--- src/rtl/board_io_bridge.sv ---
// board_io_bridge: polarity-corrected, synchronised and debounced bridge between SoC virtual I/O and board pins,
// with static or time-multiplexed seven-segment drive.
module board_io_bridge #(
   parameter int N_LED           = 36,
   parameter int N_SW            = 36,
   parameter int N_BTN           = 20,
   parameter int N_PHYS_SW       = 18,
   parameter int N_PHYS_BTN      = 4,
   parameter int N_HEX           = 8,
   parameter bit HEX_MUXED       = 1'b0,
   parameter bit BTN_REL_LEVEL   = 1'b1,
   parameter bit SEG_ON_LEVEL    = 1'b0,
   parameter bit DIG_ON_LEVEL    = 1'b0,
   parameter bit LED_DARK_LEVEL  = 1'b0,
   parameter int DEBOUNCE_CYCLES = 500000,
   parameter int SCAN_CYCLES     = 10000
) (
   input  logic                  CLK,
   input  logic                  RESET_N,
   input  logic [N_PHYS_SW-1:0]  phys_sw,
   input  logic [N_PHYS_BTN-1:0] phys_btn,
   output logic [N_LED-1:0]      phys_led,
   output logic [N_HEX*7-1:0]    phys_hex,
   output logic [7:0]            scan_seg,
   output logic [N_HEX-1:0]      scan_dig,
   output logic [N_SW-1:0]       vSWITCH,
   output logic [N_BTN-1:0]      vBUTTON,
   output logic [N_BTN-1:0]      vBUTTON_PRESS,
   input  logic [N_LED-1:0]      vLED,
   input  logic [N_HEX*8-1:0]    vSSLED
);
   localparam int DW = $clog2(DEBOUNCE_CYCLES + 1);
   localparam int CW = $clog2(SCAN_CYCLES);
   localparam int IW = N_HEX > 1 ? $clog2(N_HEX) : 1;
   localparam logic [DW-1:0] DB_LAST   = DW'(DEBOUNCE_CYCLES - 1);
   localparam logic [CW-1:0] SCAN_LAST = CW'(SCAN_CYCLES - 1);
   localparam logic [IW-1:0] HEX_LAST  = IW'(N_HEX - 1);

   logic [N_PHYS_SW-1:0]  sw_s1, sw_s2;
   logic [N_PHYS_BTN-1:0] btn_s1, btn_s2, btn_raw, btn_q, btn_press;
   logic [DW-1:0]         db_cnt [N_PHYS_BTN];
   logic                  unused_dp;

   assign btn_raw   = btn_s2 ^ {N_PHYS_BTN{BTN_REL_LEVEL}};
   assign unused_dp = ^vSSLED;

   always_comb begin
      vSWITCH                          = '0;
      vSWITCH[N_PHYS_SW-1:0]           = sw_s2;
      vBUTTON                          = '0;
      vBUTTON[N_PHYS_BTN-1:0]          = btn_q;
      vBUTTON_PRESS                    = '0;
      vBUTTON_PRESS[N_PHYS_BTN-1:0]    = btn_press;
   end

   // a button flips only after DEBOUNCE_CYCLES consecutive disagreeing samples
   always_ff @(posedge CLK) begin
      if (!RESET_N) begin
         sw_s1     <= '0;
         sw_s2     <= '0;
         btn_s1    <= '0;
         btn_s2    <= '0;
         btn_q     <= '0;
         btn_press <= '0;
         phys_led  <= {N_LED{LED_DARK_LEVEL}};
         for (int i = 0; i < N_PHYS_BTN; i++) db_cnt[i] <= '0;
      end else begin
         sw_s1     <= phys_sw;
         sw_s2     <= sw_s1;
         btn_s1    <= phys_btn;
         btn_s2    <= btn_s1;
         btn_press <= '0;
         phys_led  <= vLED ^ {N_LED{LED_DARK_LEVEL}};
         for (int i = 0; i < N_PHYS_BTN; i++) begin
            if (btn_raw[i] == btn_q[i]) db_cnt[i] <= '0;
            else if (db_cnt[i] == DB_LAST) begin
               db_cnt[i]    <= '0;
               btn_q[i]     <= ~btn_q[i];
               btn_press[i] <= ~btn_q[i];
            end else db_cnt[i] <= db_cnt[i] + 1'b1;
         end
      end
   end

   if (HEX_MUXED) begin : g_scan
      logic [CW-1:0] slot;
      logic [IW-1:0] idx;
      assign phys_hex = {N_HEX*7{~SEG_ON_LEVEL}};
      // slot cycle 0 is blanked so the previous digit's segments never leak into the next
      always_ff @(posedge CLK) begin
         if (!RESET_N) begin
            slot     <= '0;
            idx      <= '0;
            scan_seg <= {8{~SEG_ON_LEVEL}};
            scan_dig <= {N_HEX{~DIG_ON_LEVEL}};
         end else begin
            slot     <= slot == SCAN_LAST ? '0 : slot + 1'b1;
            idx      <= slot != SCAN_LAST ? idx : idx == HEX_LAST ? '0 : idx + 1'b1;
            scan_seg <= slot == '0 ? {8{~SEG_ON_LEVEL}} : vSSLED[{idx, 3'b000} +: 8] ^ {8{~SEG_ON_LEVEL}};
            scan_dig <= slot == '0 ? {N_HEX{~DIG_ON_LEVEL}} : {N_HEX{~DIG_ON_LEVEL}} ^ (N_HEX'(1) << idx);
         end
      end
   end else begin : g_static
      assign scan_seg = {8{~SEG_ON_LEVEL}};
      assign scan_dig = {N_HEX{~DIG_ON_LEVEL}};
      always_ff @(posedge CLK)
         for (int d = 0; d < N_HEX; d++)
            phys_hex[7*d +: 7] <= RESET_N ? vSSLED[8*d +: 7] ^ {7{~SEG_ON_LEVEL}} : {7{~SEG_ON_LEVEL}};
   end
endmodule

--- config.mk ---
export PLATFORM = sky130hd
export DESIGN_NAME = board_io_bridge
export DESIGN_NICKNAME = d
export VERILOG_FILES = /design/src/rtl/board_io_bridge.sv
export SDC_FILE = /design/constraint.sdc
export NUM_CORES = 1
export LEC_CHECK = 0
export ABC_CLOCK_PERIOD_IN_PS = 2100
export BUFFER_PORTS_ARGS = -buffer_cell sky130_fd_sc_hd__buf_2
export CORE_MARGIN = 8
export CORE_UTILIZATION = 45
export DETAILED_ROUTE_END_ITERATION = 7
export HOLD_SLACK_MARGIN = 0.08
export PLACE_DENSITY_LB_ADDON = 0.15
export SLEW_MARGIN = 5
export SYNTH_ARGS = -nofsm -noshare
export SYNTH_HDL_FRONTEND = slang
export SYNTH_SLANG_ARGS = --single-unit
--- constraint.sdc ---
create_clock -name CLK -period 2.1 [get_ports CLK]
set_input_delay 0.21 -clock CLK [delete_from_list [all_inputs] [get_ports CLK]]
set_output_delay 0.21 -clock CLK [all_outputs]
set_load 0.02 [all_outputs]
==> results of run 1 <==
-- layout by cell type (no fill, tap or decap), types with 3 or more instances in the layout --
master         count
or4_1             14
clkbuf_8          10
nand3_1           23
or3_2              3
or3_1             10
buf_4             37
a21oi_1           27
and2_1            84
o31ai_1           10
and4_1             6
o21ai_0           15
nor4_1            10
nand4_1           18
xnor2_1           26
dfxtp_1          144
xor2_1            21
nand2_1           84
ha_1               3
and3_1             6
conb_1           142
inv_1             14
dlygate4sd3_1    114
edfxtp_1          76
clkbuf_16         27
nor2_1            58
buf_12             3
clkinv_2           4
buf_2            232
diode_2            5
nor3_1             7
clkbuf_1           4
-- area by class of cell --
cell class | instances | area [um^2]
fill | 1454 | 6436
sequential | 220 | 5165
multi-input combinational | 599 | 3246
timing repair buffer | 386 | 2640
clock buffer | 41 | 828.3
tap | 234 | 292.8
inverter | 15 | 56.30
clock inverter | 5 | 28.78
antenna | 5 | 12.51
-- stage by stage --
stage	util, %	hold WS (ns)	setup slack, ns	std cells
2_1_floorplan	-	0.2719	0.001247	927
4_1_cts	65.46	0.08064	0.09624	1500
5_1_grt	65.58	0.1148	0.001718	1504
6_report	65.59	0.08954	0.1300	1505
3_5_place_dp	54.78	0.3730	0.1054	1340
3_3_place_gp	54.78	0.3699	0.1258	1340
-- logic make-up (layout without fill, tap and decap cells) --
| family | after synthesis | count (layout) | share of synthesized area (%) |
|---|---|---|---|
| other cells | 2 | 147 | 0.08785 |
| simple gates | 345 | 345 | 21.79 |
| buf+inv | 108 | 447 | 7.889 |
| flops | 220 | 220 | 60.42 |
| xor+xnor | 47 | 47 | 4.816 |
| compound gates | 61 | 61 | 4.406 |
| fa+ha+maj | 4 | 4 | 0.5855 |
-- registers in the layout, indices dropped and copies added, names as in the netlist --
name       cells
sw_s1         18
btn_s2         4
btn_s1         4
phys_led      36
btn_q          4
phys_hex      56
btn_press      4
sw_s2         18
db_cnt        76
-- how the worst max path moves through the flow --
stage	to	slack (ns)	cells after the start	start
floorplan	db_cnt[0][13]	0.001	6	db_cnt[0][14]
global placement	db_cnt[0][18]	0.13	5	db_cnt[0][1]
detailed placement	db_cnt[0][18]	0.11	5	db_cnt[0][1]
CTS	db_cnt[0][18]	0.1	5	db_cnt[0][1]
global route	db_cnt[0][17]	0.002	5	db_cnt[0][9]
finish	db_cnt[0][17]	0.13	5	db_cnt[0][9]
-- layer usage --
metal / up-vias / track usage [%]
li1: 3406 / -
met1: 3151 / 20.34
met2: 203 / 33.45
met3: 43 / 8.632
met4: 0 / 5.366
met5: - / 0
-- cells in the mapped netlist (all sizes together) --
master,count
xnor2,26
nor3b,2
or3,13
nor2,58
a21bo,1
xor2,21
or4bb,1
nand4b,1
a211o,1
nand3,25
clkbuf,20
nor3,7
a311oi,2
buf,73
inv,14
conb,2
edfxtp,76
a21o,1
nor4,12
o21ai,15
nand2b,1
ha,4
dfxtp,144
or4b,3
and2,84
and3,6
and4b,1
or3b,1
o31ai,11
clkinv,1
and4,7
or2,2
o21ba,1
a21oi,28
or4,16
nor4b,1
nand4,18
nand2,84
o21bai,1
nand3b,2
-- critical path, cell delays in order, from the launching register on --
cell and delay (ns):
edfxtp_1 0.44, or4_1 0.55, nor4_2 0.31, buf_4 0.18, nor3b_1 0.05, o21ba_2 0.20
-- power breakdown --
group	switching [mW]	internal (mW)
sequential	0.121	4.66
combinational	0.623	0.477
clock	1.69	2.69
-- what timing repair did --
action                                  CTS  global route
resized for setup                         0             3
endpoints found under the hold margin   114             0
hold buffers                            114             0
endpoints found under the setup margin    0             3
==> flow_metrics.py, run 1 <==
metrics = {
    "floorplanning": {
        "rows": 50,
        "die_height_um": 153.8,
        "pin_count": 308,
        "die_area_um2": 23660,
        "start_util_pct": 45.70,
        "die_w_um": 153.8,
        "core_um2": 18710,
    },
    "synth": {
        "ys_warn_count": 0,
        "yosysTopAreaCell": "dfxtp_1",
        "synth_cell_types": 52,
        "synth_area_leaders": "dfxtp_1 34%, edfxtp_1 27%, and2_1 6.1%",
        "syn-instance-count": 787,
        "syn_area_per_cell_um2": 10.86,
        "ys_seq_area_share_pct": 60.42,
        "synth_top_area_share_pct": 33.72,
        "synth_area_um2": 8548,
        "ys_ff_latch": 220,
    },
    "cts": {
        "cts_tree": "yes",
        "path_clk_slew_ns": 0.06,
        "clkSinkCount": 220,
        "htreeDepth": 1,
        "post_cts_buffers": 0,
        "numCtsBuffers": 25,
        "ctsLongestPathBuffers": 3,
        "clk_latency_ns": 0.51,
        "cts_root_buf": "clkbuf_16",
    },
    "routing": {
        "top_layer": "met4",
        "wl_mm": 23.32,
        "wl_met2_mm": 11.48,
        "route.detailed.drc": 0,
        "dr_total_vias": 6803,
        "drt-initial-drc-count": 261,
        "wl_met3_mm": 2.426,
        "ant_nets": 0,
        "routedWlPerCell_um": 15.50,
        "firstDrtPassIters": 4,
        "viasPerCell": 4.520,
        "met1_length_mm": 8.819,
    },
    "critical_path": {
        "crit_path_end_kind": "flip-flop",
        "r2r-end": "db_cnt[0][17]",
        "path_class": "flip-flop to flip-flop",
        "r2r_cells": 5,
        "r2r_setup_slack_ns": 0.13,
        "worstPathArrival_ns": 2.24,
        "timing.rr.start": "db_cnt[0][9]",
        "critPathLaunchType": "flip-flop",
        "required_ns": 2.37,
        "crit_fanout": 4,
    },
    "placement": {
        "postPlaceCellArea_um2": 10250,
        "globalplace.congestion": 0.8140,
        "dp_hpwl_mm": 15.97,
        "port-buffer-count": 233,
    },
    "final_layout": {
        "drive_gt1_share_pct": 26.22,
        "design_area_um2": 12270,
        "fin_nets": 1375,
        "area_growth_pct": 43.53,
    },
    "grt": {
        "grt_pass1_wl_mm": 36.46,
        "track_usage_pct": 19.06,
        "gr-total-overflow": 0,
        "grt_max_degree": 77,
        "grt_pass1_vias": 6972,
        "antenna_found_initial": 5,
    },
    "timing": {
        "skew_ns": 0.007264,
        "maxSlewViolCount": 0,
        "rsz0062_at_grt": "false",
        "period_share_pct": 93.81,
        "setup_viol": 0,
        "tns_ns": 0,
        "period_needed_ns": 1.970,
        "max_slew_margin_pct": 58.66,
        "max_slew.worst_pin.slew_ns": 0.6201,
        "finalHoldViolations": 0,
        "fmaxAchievable_ghz": 0.5076,
    },
    "worst_hold_path": {
        "holdPathStages": 3,
        "holdCritPathClass": "primary input to flip-flop",
        "min_from": "RESET_N",
        "hold_end": "btn_q[3]",
    },
    "power_and_ir_drop": {
        "power_mw": 10.26,
        "ir_drop_v": 0.0007147,
        "p_leak_nw": 5.383,
        "powerDensity_nw_per_um2": 835.9,
    },
    "outcome": {
        "outcome": "finished clean",
    },
    "flow_run": {
        "maxCapViolCount": 0,
    },
}
Power figures use the tool's default switching activity.
==> inputs of run 2 (changes only) <==
--- a/config.mk
+++ b/config.mk
@@ -5,7 +5,7 @@
 export SDC_FILE = /design/constraint.sdc
 export NUM_CORES = 1
 export LEC_CHECK = 0
-export ABC_CLOCK_PERIOD_IN_PS = 2100
+export ABC_CLOCK_PERIOD_IN_PS = 1800
 export BUFFER_PORTS_ARGS = -buffer_cell sky130_fd_sc_hd__buf_2
 export CORE_MARGIN = 8
 export CORE_UTILIZATION = 45
==> constraint.sdc (replaced) <==
create_clock -name CLK -period 1.8 [get_ports CLK]
set_input_delay 0.18 -clock CLK [delete_from_list [all_inputs] [get_ports CLK]]
set_output_delay 0.18 -clock CLK [all_outputs]
set_load 0.02 [all_outputs]
==> run 2 against run 1 <==
  * Combinational power is 36% higher
  * Via count is 6.0% higher
  * Clock skew is 0.0041 ns higher
  * Critical endpoint is now db_cnt[2][12]
  * The run now ends with setup timing left
  * Total power grew 21%
  * Worst hold slack better by 0.27 ns
  * Highest routed layer unchanged
  * Die area did not move
  * Global-route usage grew 1.1 points
  * Utilization increased by 5.1 points
  * Critical path depth rose by 2
==> flow_metrics.py, run 2 (same netlist as run 1, synthesis figures left out) <==
metrics = {
    "final_layout": {
        "drive_gt1_share_pct": 34.48,
        "largest_reg_flops": 76,
        "area_growth_pct": 54.60,
        "fin_nets": 1449,
        "layout_commonest_cell": "buf_2",
        "top_regs": "db_cnt: 76 flops, phys_hex: 56 flops, phys_led: 36 flops",
        "largest-register": "db_cnt",
        "layout.cells.non_filler": 1578,
        "design_area_um2": 13220,
        "mostFrequentLayoutCells": "232 x buf_2, 144 x dfxtp_1, 142 x conb_1",
        "fillCellCount": 1364,
    },
    "routing": {
        "drt-initial-drc-count": 218,
        "firstDrtPassIters": 5,
        "wl_mm": 25.22,
        "ant_nets": 0,
        "routedWlPerCell_um": 15.98,
        "route.detailed.drc": 0,
        "viasPerCell": 4.568,
        "dr_total_vias": 7209,
    },
    "placement": {
        "port-buffer-count": 233,
        "postPlaceCellArea_um2": 10710,
        "globalplace.congestion": 0.8162,
        "pre_cts_ws_ns": -0.1246,
        "dp_cells": 1392,
        "dp_hpwl_mm": 16.45,
    },
    "floorplanning": {
        "core_um2": 18710,
        "pin_count": 308,
        "start_util_pct": 45.70,
        "die_area_um2": 23660,
        "rows": 50,
        "die_height_um": 153.8,
        "die_w_um": 153.8,
    },
    "cts": {
        "clkSinkCount": 220,
        "path_clk_slew_ns": 0.06,
        "numCtsBuffers": 25,
        "cts_root_buf": "clkbuf_16",
        "ctsLongestPathBuffers": 3,
        "cts_tree": "yes",
        "htreeDepth": 1,
        "clk_latency_ns": 0.52,
    },
    "timing": {
        "setup_viol": 58,
        "max_slew_margin_pct": 54.55,
        "period_needed_ns": 1.962,
        "tns_ns": -5.958,
        "rsz0062_at_grt": "true",
        "skew_ns": 0.01140,
        "period_share_pct": 109.0,
        "finalHoldViolations": 0,
        "maxSlewViolCount": 0,
        "fin_ws_ns": -0.1617,
        "max_slew.worst_pin.slew_ns": 0.6818,
        "fmaxAchievable_ghz": 0.5098,
    },
    "power_and_ir_drop": {
        "powerDensity_nw_per_um2": 940.8,
        "pwr-share-seq_pct": 44.8,
        "intPower_mw": 9.491,
        "pwr-share-comb_pct": 12.1,
        "p_switching_mw": 2.943,
        "p_leak_nw": 5.833,
        "ir_drop_v": 0.0007815,
        "sw_frac_of_total_pct": 23.67,
        "pwr-share-clk_pct": 43.2,
    },
    "critical_path": {
        "crit_path_end_kind": "flip-flop",
        "path_class": "flip-flop to flip-flop",
        "crit_fanout": 5,
        "slowest_stage": "edfxtp_1",
        "worstPathArrival_ns": 2.22,
        "critPathLaunchType": "flip-flop",
        "crit_buf_inv": 3,
        "cp_top_family": "simple AND/OR/NAND/NOR gates",
        "cpPeakStageDelay_ns": 0.41,
        "crit_chain": "nor4_2 > nand4_1 > buf_4 > o31ai_4 > buf_6 > buf_8 > a21oi_2",
        "required_ns": 2.06,
    },
    "grt": {
        "grt_max_degree": 82,
        "grt_pass1_wl_mm": 38.79,
        "track_usage_pct": 20.13,
        "gr-total-overflow": 0,
        "grt_pass1_vias": 7479,
        "antenna_found_initial": 4,
    },
    "flow_run": {
        "maxCapViolCount": 0,
    },
    "outcome": {
        "violations": "setup timing",
        "outcome": "finished, violations left",
    },
    "worst_hold_path": {
        "holdCritPathClass": "primary input to flip-flop",
    },
}
==> run 2: worst min-delay path: stages <==
cell,delay [ns]
dlygate4sd3_1,0.52
buf_2,0.10
nand2_1,0.04
==> run 2: final cells by class <==
type	count	area [um^2]	share of cell area, %
diodes	4	10.01	0.07574
clock buffers	36	760.7	5.756
clock inverters	10	132.6	1.004
inverters	15	56.30	0.4261
multi-input cells	599	3516	26.60
flip-flops and latches	220	5165	39.08
well taps	234	292.8	2.215
repair buffers	460	3282	24.83
==> run 2: final timing paths <==
path	startpoint	end	slack (ns)	depth (start not counted)
worst min register to register	sw_s1[10]	sw_s2[10]	0.43	1
worst max register to register	db_cnt[2][10]	db_cnt[2][12]	-0.16	7
worst min-delay path	vSSLED[4]	phys_hex[4]	0.36	3
worst max-delay path	db_cnt[2][10]	db_cnt[2][12]	-0.16	7
==> run 2: power groups by stage <==
stage / Sequential, mW / Combinational [mW] / Clock (mW)
detailed placement: 5.66 / 1.15 / 0
global route: 5.60 / 1.62 / 5.66
CTS: 5.56 / 1.42 / 5.50
finish: 5.57 / 1.50 / 5.37
global placement: 5.65 / 1.14 / 0
floorplan: 5.83 / 0.594 / 0
==> run 2: stage by stage <==
step                      hold slack, ns  util, %  total power, mW
after floorplan                   0.2419        -            6.422
after global placement            0.3396    57.25            6.788
after detailed placement          0.3425    57.25            6.809
after CTS                         0.3304    69.40            12.47
after global routing              0.3486    70.65            12.88
final                             0.3625    70.65            12.43
==> run 2: timing repair <==
| item | CTS | global route |
|---|---|---|
| pin swaps | 13 | 13 |
| setup buffers | 11 | 8 |
| endpoints found under the hold margin | 117 | 0 |
| hold buffers | 115 | 0 |
| gates resized for setup | 25 | 46 |
| gates cloned | 2 | 3 |
| endpoints found under the setup margin | 61 | 68 |
==> run 2: routing by layer <==
layer / GRT usage, % / share of wire, %
met3: 6.867 / 7.7
met1: 21.31 / 37
met4: 6.253 / 2.4
met5: 0 / 0
met2: 36.98 / 53
